[src/rtl/lbist_pkg.sv]
// Shared definitions for the LBIST response compactor: FSM encoding, MISR geometry
// and the default seed.
package lbist_pkg;

    localparam int MISR_W = 8;
    localparam int CNT_W  = 9;

    // Taps for x^8+x^6+x^5+x^4+1 on a left-shifting register: bits 7,5,4,3.
    localparam logic [MISR_W-1:0] TAP_MASK     = 8'hB8;
    localparam logic [MISR_W-1:0] DEFAULT_SEED = 8'h00;

    typedef enum logic [1:0] {
        ST_IDLE    = 2'd0,
        ST_COMPACT = 2'd1,
        ST_WRITE   = 2'd2,
        ST_DONE    = 2'd3
    } lbist_state_t;

endpackage

[src/rtl/lbist_misr8.sv]
// 8-bit multiple-input signature register with seed load and update enable.
// The next value is exported so the controller can capture the closing signature.
module lbist_misr8
    import lbist_pkg::*;
#(
    parameter logic [MISR_W-1:0] SEED = DEFAULT_SEED
) (
    input  logic              clk,
    input  logic              rst_n,
    input  logic              load,
    input  logic              enable,
    input  logic [MISR_W-1:0] data_in,
    output logic [MISR_W-1:0] misr_next
);

    logic [MISR_W-1:0] misr;
    logic              feedback;

    assign feedback  = ^(misr & TAP_MASK);
    assign misr_next = {misr[MISR_W-2:0], feedback} ^ data_in;

    // Load wins over enable so a window boundary always restarts from the seed.
    always_ff @(posedge clk or negedge rst_n) begin
        if (!rst_n) begin
            misr <= SEED;
        end else if (load) begin
            misr <= SEED;
        end else if (enable) begin
            misr <= misr_next;
        end
    end

endmodule

[src/rtl/lbist_misr_ctrl.sv]
// LBIST response compactor: folds PATTERNS_PER_SIG accepted responses into a MISR,
// strobes each signature to the signature RAM, and repeats for NUM_SIGS windows.
module lbist_misr_ctrl
    import lbist_pkg::*;
#(
    parameter int                PATTERNS_PER_SIG = 16,
    parameter int                NUM_SIGS         = 8,
    parameter logic [MISR_W-1:0] SEED             = DEFAULT_SEED
) (
    input  logic              clk,
    input  logic              rst_n,
    input  logic              start,
    input  logic [MISR_W-1:0] resp_in,
    input  logic              resp_valid,
    output logic              resp_ready,
    output logic [MISR_W-1:0] data_out,
    output logic              wr,
    output logic              sig_zero,
    output logic [7:0]        sig_cnt,
    output logic              busy,
    output logic              done
);

    localparam logic [CNT_W-1:0] PAT_LAST  = CNT_W'(PATTERNS_PER_SIG - 1);
    localparam logic [CNT_W-1:0] SIG_TOTAL = CNT_W'(NUM_SIGS);

    lbist_state_t      state;
    lbist_state_t      state_next;
    logic [CNT_W-1:0]  pat_cnt;
    logic [CNT_W-1:0]  sig_count;
    logic [CNT_W-1:0]  sig_count_inc;
    logic [MISR_W-1:0] misr_next;
    logic              accept;
    logic              window_end;
    logic              run_init;
    logic              misr_load;

    assign accept        = (state == ST_COMPACT) && resp_valid;
    assign window_end    = accept && (pat_cnt == PAT_LAST);
    assign sig_count_inc = sig_count + CNT_W'(1);
    assign sig_cnt       = sig_count[7:0];

    lbist_misr8 #(
        .SEED (SEED)
    ) u_misr (
        .clk       (clk),
        .rst_n     (rst_n),
        .load      (misr_load),
        .enable    (accept),
        .data_in   (resp_in),
        .misr_next (misr_next)
    );

    always_ff @(posedge clk or negedge rst_n) begin
        if (!rst_n) begin
            state <= ST_IDLE;
        end else begin
            state <= state_next;
        end
    end

    always_comb begin
        state_next = state;
        run_init   = 1'b0;
        misr_load  = 1'b0;
        case (state)
            ST_IDLE, ST_DONE: begin
                if (start) begin
                    state_next = ST_COMPACT;
                    run_init   = 1'b1;
                    misr_load  = 1'b1;
                end
            end
            ST_COMPACT: begin
                if (window_end) begin
                    state_next = ST_WRITE;
                end
            end
            ST_WRITE: begin
                misr_load  = 1'b1;
                state_next = (sig_count_inc == SIG_TOTAL) ? ST_DONE : ST_COMPACT;
            end
            default: begin
                state_next = ST_IDLE;
            end
        endcase
    end

    always_ff @(posedge clk or negedge rst_n) begin
        if (!rst_n) begin
            pat_cnt   <= '0;
            sig_count <= '0;
        end else if (run_init) begin
            pat_cnt   <= '0;
            sig_count <= '0;
        end else begin
            if (accept) begin
                pat_cnt <= window_end ? '0 : pat_cnt + CNT_W'(1);
            end
            if (state == ST_WRITE) begin
                sig_count <= sig_count_inc;
            end
        end
    end

    // Signature is captured on the closing accept so data_out lines up with wr.
    always_ff @(posedge clk or negedge rst_n) begin
        if (!rst_n) begin
            data_out <= '0;
            sig_zero <= 1'b0;
        end else if (window_end) begin
            data_out <= misr_next;
            sig_zero <= (misr_next == '0);
        end
    end

    // Status outputs are registered from the next state to stay glitch-free.
    always_ff @(posedge clk or negedge rst_n) begin
        if (!rst_n) begin
            wr         <= 1'b0;
            resp_ready <= 1'b0;
            busy       <= 1'b0;
            done       <= 1'b0;
        end else begin
            wr         <= (state_next == ST_WRITE);
            resp_ready <= (state_next == ST_COMPACT);
            busy       <= (state_next == ST_COMPACT) || (state_next == ST_WRITE);
            done       <= (state_next == ST_DONE);
        end
    end

endmodule

[config.mk]
export PLATFORM = sky130hd
export DESIGN_NAME = lbist_misr_ctrl
export DESIGN_NICKNAME = d
export VERILOG_FILES = /design/src/rtl/lbist_pkg.sv /design/src/rtl/lbist_misr8.sv /design/src/rtl/lbist_misr_ctrl.sv
export SDC_FILE = /design/constraint.sdc
export NUM_CORES = 1
export LEC_CHECK = 0
export BUFFER_PORTS_ARGS = -buffer_cell sky130_fd_sc_hd__buf_4
export CORE_MARGIN = 1
export CORE_UTILIZATION = 40
export DETAILED_ROUTE_END_ITERATION = 10
export GPL_TIMING_DRIVEN = 0
export MAX_ROUTING_LAYER = met4
export PLACE_DENSITY = 0.56
export SYNTH_ARGS = -nofsm -noshare
export SYNTH_HDL_FRONTEND = slang
export SYNTH_SLANG_ARGS = --single-unit
[constraint.sdc]
create_clock -name clk -period 4.06 [get_ports clk]
set_clock_uncertainty 0.05 [all_clocks]
set_input_delay 0.609 -clock clk [delete_from_list [all_inputs] [get_ports clk]]
set_output_delay 0.609 -clock clk [all_outputs]
set_load 0.02 [all_outputs]
==> results of run 1 <==
==> cells in the mapped netlist (4+ instances only) <==
library cell | instances | area, um2
dfrtp_1 | 41 | 1030
nor2_1 | 29 | 109
a21oi_1 | 15 | 75.1
xnor2_1 | 13 | 114
nand2_1 | 10 | 37.5
xor2_1 | 10 | 87.6
buf_4 | 9 | 67.6
ha_1 | 9 | 113
clkbuf_1 | 7 | 26.3
nand3_1 | 7 | 35.0
o2bb2ai_1 | 7 | 61.3
nand4_1 | 6 | 37.5
o21ai_0 | 5 | 25.0
and3_1 | 4 | 25.0
inv_1 | 4 | 15.0
nor2b_1 | 4 | 25.0
==> path summary, 6_finish.rpt <==
check | endpoint | start | slack [ns] | cells past startpoint
worst min register to register | u_misr.misr[7] | u_misr.misr[7] | 0.47 | 1
worst min-delay path | data_out[6] | rst_n | 0.24 | 1
worst max register to register | busy | pat_cnt[6] | 1.61 | 7
min in group clk | u_misr.misr[7] | u_misr.misr[7] | 0.47 | 1
worst max-delay path | busy | pat_cnt[6] | 1.61 | 7
max in group asynchronous | data_out[0] | rst_n | 3.37 | 1
==> through the flow <==
| step | power [W] | setup WS (ns) | area (um2) | std cells |
|---|---|---|---|---|
| 2_1_floorplan | 0.000826 | 1.85 | 2170 | 217 |
| 3_3_place_gp | 0.000945 | 1.62 | 2500 | 319 |
| 3_5_place_dp | 0.000947 | 1.61 | 2500 | 319 |
| 4_1_cts | 0.00124 | 1.60 | 2590 | 327 |
| 5_1_grt | 0.00131 | 1.40 | 2590 | 327 |
| 6_report | 0.00122 | 1.61 | 2590 | 327 |
==> routing by layer <==
metal  share of wire (%)  up-vias  GRT usage, %  wire length, um
met1                  48      790          21.3             2020
met5                   0        -             -                0
met2                  46       27          27.3             1970
li1                    -      829             -                -
met4                 2.0        0          7.00               85
met3                 3.8        8          4.23              161
==> power by group through the flow <==
stage               Clock, W  Combinational, W  Sequential [W]
finish              0.000282          0.000397        0.000536
global route        0.000306          0.000459        0.000547
CTS                 0.000294          0.000403        0.000537
detailed placement         0          0.000401        0.000546
global placement           0          0.000400        0.000544
floorplan                  0          0.000264        0.000562
==> cell type report <==
cell class                 count  area [um2]  area share, %
sequential                    41        1030           39.6
clock inverter                 2        13.8          0.531
tap                           70        87.6           3.38
multi-input combinational    152        1020           39.3
timing repair buffer          32         240           9.26
inverter                       5        18.8          0.724
clock buffer                   6        82.6           3.18
buffer                        19         106           4.10
==> registers in the layout, summed over array words and instances (netlist names), 2 cells and up <==
register     cells
data_out         8
pat_cnt          9
sig_count        9
state            2
u_misr.misr      8
==> kinds of logic after synthesis <==
logic type / Yosys count / share of synthesized area [%]
AO/OA/AOI/OAI: 38 / 11.4
XOR/XNOR: 23 / 9.28
adder cells (fa/ha/maj): 9 / 5.19
buffers and inverters: 24 / 5.77
flip-flops: 41 / 47.3
multiplexers: 4 / 1.96
AND/OR/NAND/NOR: 78 / 19.1
==> results.json, run 1 <==
{
  "grt_use_total_pct": 17.3,
  "start_util_pct": 41.9,
  "final-setup-viol-count": 0,
  "syn_nets": 238,
  "grt_pass1_vias": 1547,
  "whs_ns": 0.239,
  "outcome": "finished clean",
  "fill_cells": 508,
  "drive_above_1_share_pct": 22.2,
  "via_per_inst": 5.06,
  "min_path_type": "in -> async",
  "final_cell_mix": "41 x buf_4, 41 x dfrtp_1, 29 x nor2_1",
  "post_drt_wl_per_cell_um": 12.9,
  "cts_setup_buffers": 0,
  "p_comb_share_pct": 32.7,
  "crit_fanout": 10,
  "antenna_found_initial": 0,
  "fin_util_pct": 50.1,
  "critPathBufInv": 2,
  "syn_inst": 217,
  "grt_pass1_wl_um": 7170,
  "die-area_mm2": 0.00572,
  "core.rowCount": 26,
  "internal_power_w": 0.000791,
  "yosysUniqueCellTypes": 40,
  "maxSlewHeadroom_pct": 60.1,
  "worst-slew-pin-transition_ns": 0.594,
  "drc": 0,
  "setup-tns-final_ns": 0,
  "yosysWarnings": 0,
  "dpl.hpwl_um": 3020,
  "synth_edf_count": 0,
  "die_x_um": 75.6,
  "synthesis.area_mm2": 0.00217,
  "portBuffers": 32,
  "drt_iter0_drc": 65,
  "cts_hold_buf": 0,
  "clock_path_buffers": 2,
  "synth_ff_type": "dfrtp_1",
  "ctsResizeCount": 0,
  "vdd_drop_max_v": 0.000173,
  "antenna_cells": 0,
  "power_frac_seq_pct": 44.1,
  "crit_slowest_cell": "or4_4",
  "vias": 1654,
  "synth_seq_cells": 41,
  "grt-ovfl-total": 0,
  "max_stage_delay_ns": 0.55,
  "leakagePower_nw": 1.20,
  "wl_um": 4230,
  "cellPowerDensity_mw_per_mm2": 468,
  "grt_max_degree": 42,
  "syn_to_final_growth_pct": 19.6,
  "ant_nets": 0,
  "nets": 277,
  "arrival_ns": 2.59,
  "power_switching_w": 0.000424,
  "dieHeight_um": 75.6,
  "htreeDepth": 2,
  "fmax_ghz": 0.408,
  "p_sw_share_pct": 34.9,
  "end_kind": "flip-flop",
  "maxCapViolCount": 0,
  "cp_top_family": "simple AND/OR/NAND/NOR gates",
  "path_cells": "or4_4, nor4_4, buf_4, a21oi_1, o31a_1, ha_1, inv_1",
  "period_share_pct": 60.3,
  "syn_area_per_cell_um2": 10.0,
  "cts_tree": "yes",
  "rsz0062_at_grt": "false",
  "synthArstFlopShare_pct": 100,
  "ys_seq_area_share_pct": 47.3,
  "worstSetupPathType": "reg -> reg",
  "gp_congestion": 0.806,
  "insertion_delay_ns": 0.29,
  "hold_viol_final": 0,
  "cts-root-buf": "clkbuf_8",
  "cp-start-kind": "flip-flop",
  "clkSinkCount": 41,
  "cp_data_required_time_ns": 4.20,
  "core-area_mm2": 0.00517,
  "boundaryPins": 33,
  "clkTransAtPathRegs_ns": 0.08,
  "final-max-slew-violation-count": 0,
  "layout_min_cycle_time_ns": 2.45,
  "firstDrtPassIters": 4,
  "clkPwrFrac_pct": 23.2,
  "numCtsBuffers": 5
}
No activity file was read; power rests on OpenSTA's default activity.
==> run 2, diff against run 1 <==
--- a/config.mk
+++ b/config.mk
@@ -5,13 +5,14 @@
 export SDC_FILE = /design/constraint.sdc
 export NUM_CORES = 1
 export LEC_CHECK = 0
+export ABC_AREA = 1
 export BUFFER_PORTS_ARGS = -buffer_cell sky130_fd_sc_hd__buf_4
 export CORE_MARGIN = 1
 export CORE_UTILIZATION = 40
 export DETAILED_ROUTE_END_ITERATION = 10
 export GPL_TIMING_DRIVEN = 0
 export MAX_ROUTING_LAYER = met4
-export PLACE_DENSITY = 0.56
+export PLACE_DENSITY = 0.58
 export SYNTH_ARGS = -nofsm -noshare
 export SYNTH_HDL_FRONTEND = slang
 export SYNTH_SLANG_ARGS = --single-unit
==> constraint.sdc (replaced) <==
create_clock -name clk -period 2.2 [get_ports clk]
set_clock_uncertainty 0.05 [all_clocks]
set_input_delay 0.33 -clock clk [delete_from_list [all_inputs] [get_ports clk]]
set_output_delay 0.33 -clock clk [all_outputs]
set_load 0.02 [all_outputs]
==> results.json, run 2 <==
{
  "drive_above_1_share_pct": 24.3,
  "hp-start": "start",
  "hold_viol_final": 0,
  "dpl.hpwl_um": 3310,
  "grt_pass1_vias": 1729,
  "syn_to_final_growth_pct": 19.9,
  "outcome": "finished clean",
  "final-setup-viol-count": 0,
  "power_switching_w": 0.000865,
  "synth_top_area_cell": "dfrtp_1",
  "portBuffers": 32,
  "final_cell_mix": "58 x nand2_1, 43 x buf_4, 41 x dfrtp_1",
  "grt_pass1_wl_um": 7940,
  "dr_wl_met2_um": 2200,
  "crit_fanout": 4,
  "cts_tree": "yes",
  "vdd_drop_max_v": 0.000487,
  "syn_inst": 259,
  "maxSlewHeadroom_pct": 65.2,
  "largestRegisters": "pat_cnt: 9 flops, sig_count: 9 flops",
  "grt-ovfl-total": 0,
  "synth_area_leaders": "dfrtp_1 46%, nand2_1 9.7%, inv_1 5.4%",
  "drt_iter0_drc": 102,
  "internal_power_w": 0.00143,
  "finalNonFillerCells": 371,
  "cts-root-buf": "clkbuf_8",
  "synth_seq_cells": 41,
  "dr_wl_met3_um": 169,
  "clkSinkCount": 41,
  "numCtsBuffers": 5,
  "wl_met1_um": 2190,
  "layout_min_cycle_time_ns": 1.99,
  "clkTransAtPathRegs_ns": 0.08,
  "top_layer": "met4",
  "clock_path_buffers": 2,
  "final-max-slew-violation-count": 0,
  "nets": 322,
  "fill_cells": 508,
  "drc": 0,
  "cp-start-kind": "flip-flop",
  "grt_max_degree": 42,
  "ant_nets": 0,
  "syn_area_per_cell_um2": 8.65,
  "via_per_inst": 4.75,
  "synth_most_common_cell": "nand2_1",
  "maxCapViolCount": 0,
  "post_drt_wl_per_cell_um": 12.5,
  "setup-tns-final_ns": 0,
  "p_comb_share_pct": 34.0,
  "syn_nets": 280,
  "ys_seq_area_share_pct": 45.8,
  "r2r_start": "state[1]",
  "firstDrtPassIters": 4,
  "antenna_cells": 0,
  "worst-slew-pin-transition_ns": 0.523,
  "clkPwrFrac_pct": 22.3,
  "cp_data_required_time_ns": 2.34,
  "synth_edf_count": 0,
  "power_frac_seq_pct": 43.8,
  "start_util_pct": 42.8,
  "die_x_um": 76.9,
  "min_path_type": "in -> reg",
  "arrival_ns": 2.14,
  "dp.cells": 361,
  "worstSetupPathType": "reg -> reg",
  "die-area_mm2": 0.00591,
  "rsz0062_at_grt": "false",
  "yosysUniqueCellTypes": 29,
  "cellPowerDensity_mw_per_mm2": 856,
  "core-area_mm2": 0.00524,
  "post-synth-top-area-fraction_pct": 45.8,
  "insertion_delay_ns": 0.29,
  "synth_ff_type": "dfrtp_1",
  "antenna_found_initial": 0,
  "synth_common_cells": "58 x nand2_1, 41 x dfrtp_1, 32 x inv_1",
  "final_common_cell": "nand2_1",
  "boundaryPins": 33,
  "wl_um": 4620,
  "dieHeight_um": 76.9,
  "grt_use_total_pct": 17.6,
  "leakagePower_nw": 1.33,
  "synthesis.area_mm2": 0.00224,
  "period_share_pct": 90.6,
  "vias": 1763,
  "crit_start": "state[1]",
  "synthArstFlopShare_pct": 100,
  "yosysWarnings": 0,
  "end_kind": "flip-flop",
  "fmax_ghz": 0.502,
  "core.rowCount": 26,
  "htreeDepth": 2,
  "p_sw_share_pct": 37.6,
  "gp_congestion": 0.766
}
run 2: cell types whose count changed in the layout (fill, tap and decap cells not counted), sizes merged, moves of 7 or more:
cell and delta:
o21ai +22, nand3 +13, clkbuf -7, nor2 -13, nand2 +54, a21oi -8, o2bb2ai -7, inv +27
xnor2 -7
run 2: per-layer routing:
| layer | track usage [%] | vias to the layer above |
|---|---|---|
| met3 | 4.40 | 8 |
| met2 | 27.8 | 29 |
| met1 | 21.6 | 818 |
| li1 | - | 908 |
| met4 | 6.73 | 0 |
| met5 | - | - |
run 2: per-stage QoR:
| stage | total power, W | utilization [%] | cell area [um2] | setup WS [ns] | hold WS, ns |
|---|---|---|---|---|---|
| after global routing | 0.00248 | 51.3 | 2690 | 0.00343 | 0.329 |
| after floorplan | 0.00157 | - | 2240 | 0.436 | -0.0156 |
| final | 0.00230 | 51.3 | 2690 | 0.206 | 0.326 |
| after CTS | 0.00232 | 51.0 | 2670 | 0.139 | 0.320 |
| after detailed placement | 0.00180 | 49.0 | 2570 | 0.157 | 0.303 |
| after global placement | 0.00178 | 49.0 | 2570 | 0.180 | 0.303 |
run 2: final cells by class:
| cell class | count | area (um2) | area share (%) |
|---|---|---|---|
| Sequential cell | 41 | 1030 | 38.2 |
| Timing Repair Buffer | 35 | 265 | 9.87 |
| Clock inverter | 1 | 7.51 | 0.279 |
| Inverter | 32 | 120 | 4.47 |
| Buffer | 11 | 90.1 | 3.35 |
| Multi-Input combinational cell | 175 | 1010 | 37.5 |
| Tap cell | 70 | 87.6 | 3.26 |
| Clock buffer | 6 | 82.6 | 3.07 |
run 2: kinds of logic (layout without fill, tap and decap cells):
group / Yosys count / count (layout) / synth area share [%]
compound gates: 45 / 45 / 12.0
xor+xnor: 13 / 13 / 5.08
fa+ha+maj: 9 / 9 / 5.03
buf+inv: 43 / 85 / 9.38
flops: 41 / 41 / 45.8
simple gates: 108 / 108 / 22.7
run 2: power by group through the flow:
stage                     Clock (W)  Sequential [W]  Combinational, W
final                      0.000512         0.00101          0.000781
after global routing       0.000556         0.00103          0.000896
after CTS                  0.000523         0.00101          0.000789
after detailed placement          0         0.00102          0.000785
after global placement            0         0.00102          0.000766
after floorplan                   0         0.00103          0.000532
run 2: final timing paths:
kind | endpoint | slack (ns) | depth (start not counted)
setup / recovery | busy | 0.21 | 11
min in group asynchronous | busy | 0.51 | 2
setup reg to reg | busy | 0.21 | 11
max in group asynchronous | sig_count[0] | 1.23 | 2
hold reg to reg | data_out[1] | 0.44 | 2
hold / removal | state[1] | 0.33 | 4
run 2: what timing repair did:
action,4_1_cts,5_1_grt
gates resized for setup,0,1
setup buffers,0,2
hold endpoints to repair,41,0
hold buffers,1,0
endpoints found under the setup margin,0,1
run 2: worst max-delay path, cell delays in order (launching register included):
cell and delay, ns:
dfrtp_1 0.41, inv_1 0.11, ha_2 0.20, nand2_1 0.08, inv_1 0.14, nand2_2 0.09
nor3_4 0.24, o21ai_1 0.09, nand2_1 0.09, a21oi_1 0.08, ha_1 0.29, inv_1 0.03
==> run 3, diff against run 2 <==
--- a/config.mk
+++ b/config.mk
@@ -13,6 +13,7 @@
 export GPL_TIMING_DRIVEN = 0
 export MAX_ROUTING_LAYER = met4
 export PLACE_DENSITY = 0.58
+export REMOVE_ABC_BUFFERS = 1
 export SYNTH_ARGS = -nofsm -noshare
 export SYNTH_HDL_FRONTEND = slang
 export SYNTH_SLANG_ARGS = --single-unit
==> results.json, run 3 (same netlist as run 2, synthesis figures left out) <==
{
  "period_share_pct": 90.8,
  "via_per_inst": 4.72,
  "start_util_pct": 42.8,
  "dpl.hpwl_um": 3090,
  "drive_above_1_share_pct": 22.4,
  "firstDrtPassIters": 4,
  "antenna_found_initial": 0,
  "finalNonFillerCells": 360,
  "hold_viol_final": 0,
  "arrival_ns": 2.13,
  "die-area_mm2": 0.00591,
  "portBuffers": 32,
  "power_switching_w": 0.000845,
  "antenna_cells": 0,
  "power_frac_seq_pct": 42.7,
  "grt_pass1_vias": 1695,
  "outcome": "finished clean",
  "end_kind": "flip-flop",
  "cp-start-kind": "flip-flop",
  "max_stage_delay_ns": 0.41,
  "gp_congestion": 0.737,
  "path_cells": "inv_1, ha_4, nand2_4, inv_2, nand2_2, nor3_4, o21ai_1, nand2_1, a21oi_1, ha_1, inv_1",
  "leakagePower_nw": 1.29,
  "nets": 311,
  "clkSinkCount": 41,
  "fmax_ghz": 0.501,
  "wl_um": 4260,
  "dp.cells": 350,
  "maxCapViolCount": 0,
  "layout_min_cycle_time_ns": 2.00,
  "insertion_delay_ns": 0.28,
  "boundaryPins": 33,
  "clkTransAtPathRegs_ns": 0.08,
  "vias": 1698,
  "numCtsBuffers": 5,
  "worstSetupPathType": "reg -> reg",
  "clock_path_buffers": 2,
  "worst-slew-pin-transition_ns": 0.543,
  "final_common_cell": "nand2_1",
  "cp_data_required_time_ns": 2.34,
  "whs_ns": 0.331,
  "cts_tree": "yes",
  "final_cell_mix": "57 x nand2_1, 40 x dfrtp_1, 34 x buf_4",
  "cts-root-buf": "clkbuf_8",
  "crit_path_frequent_cell": "inv_1",
  "post_drt_wl_per_cell_um": 11.8,
  "largestRegisters": "pat_cnt: 9 flops, sig_count: 9 flops",
  "syn_to_final_growth_pct": 17.5,
  "internal_power_w": 0.00152,
  "die_x_um": 76.9,
  "core.rowCount": 26,
  "place_ws_ns": -0.146,
  "vdd_drop_max_v": 0.000614,
  "clkPwrFrac_pct": 24.7,
  "drt_iter0_drc": 91,
  "grt_pass1_wl_um": 7760,
  "maxSlewHeadroom_pct": 63.8,
  "dieHeight_um": 76.9,
  "ant_nets": 0,
  "p_comb_share_pct": 32.6,
  "min_path_type": "in -> reg",
  "drc": 0,
  "setup-tns-final_ns": 0,
  "grt_use_total_pct": 16.8,
  "p_sw_share_pct": 35.8,
  "core-area_mm2": 0.00524,
  "grt-ovfl-total": 0,
  "layout_setup_ws_ns": 0.203,
  "final-setup-viol-count": 0,
  "htreeDepth": 2,
  "crit_slowest_cell": "dfrtp_1",
  "grt_max_degree": 42,
  "final-max-slew-violation-count": 0,
  "cellPowerDensity_mw_per_mm2": 897,
  "crit_fanout": 11
}
-- run 3: changes by cell type in the layout (fill, tap and decap cells not counted), sizes merged --
cell / previous run / this run
buf: 45 / 34
bufinv: 0 / 1
clkbuf: 6 / 5
clkinv: 0 / 1
clkinvlp: 1 / 0
-- run 3: worst paths after layout --
path / slack [ns] / cells past startpoint / startpoint / endpoint
min reg2reg: 0.44 / 2 / data_out[5] / data_out[5]
min in group asynchronous: 0.51 / 2 / rst_n / busy
min: 0.33 / 4 / resp_in[7] / data_out[7]
max in group asynchronous: 1.17 / 2 / rst_n / sig_count[1]
max reg2reg: 0.20 / 11 / state[1] / busy
max: 0.20 / 11 / state[1] / busy
-- run 3: critical path, delay by kind of cell (launching register included) --
kind,cells,cell delay (ns)
simple gates,4,0.53
fa+ha+maj,2,0.45
flops,1,0.41
compound gates,2,0.18
buf+inv,3,0.29
-- run 3: power groups by stage --
stage	Combinational, W	Sequential (W)	Clock, W
floorplan	0.000518	0.00103	0
global placement	0.000750	0.00102	0
detailed placement	0.000761	0.00102	0
CTS	0.000770	0.00100	0.000605
global route	0.000879	0.00103	0.000633
finish	0.000771	0.00101	0.000583
-- run 3: metrics by stage --
stage	util (%)	area, um2	power [W]
floorplan	-	2150	0.00155
global placement	47.3	2480	0.00177
detailed placement	47.3	2480	0.00178
CTS	49.6	2600	0.00238
global route	50.3	2630	0.00254
finish	50.3	2630	0.00236
-- run 3: cell type report --
class | instances | area, um2
inverters | 32 | 120
repair buffers | 35 | 265
flip-flops and latches | 41 | 1030
fillers | 517 | 2600
clock buffers | 5 | 68.8
clock inverters | 2 | 35.0
multi-input cells | 175 | 1030
well taps | 70 | 87.6
-- run 3: metal layers --
layer  routed length, um  GRT usage, %  up-vias  part of all wire (%)
met5                   0             -        -                     0
met4                  47          5.19        0                   1.1
met3                 121          2.50        4                   2.8
met2                1970          25.8       24                    46
met1                2120          22.8      783                    50
li1                    -             -      887                     -
-- run 3: repair_timing --
item,in CTS,in global routing
endpoints found under the hold margin,34,0
buffers inserted,0,2
pin swaps,0,1
setup endpoints to repair,4,4
gates resized for setup,3,4
cloned,0,0
hold buffers,1,0
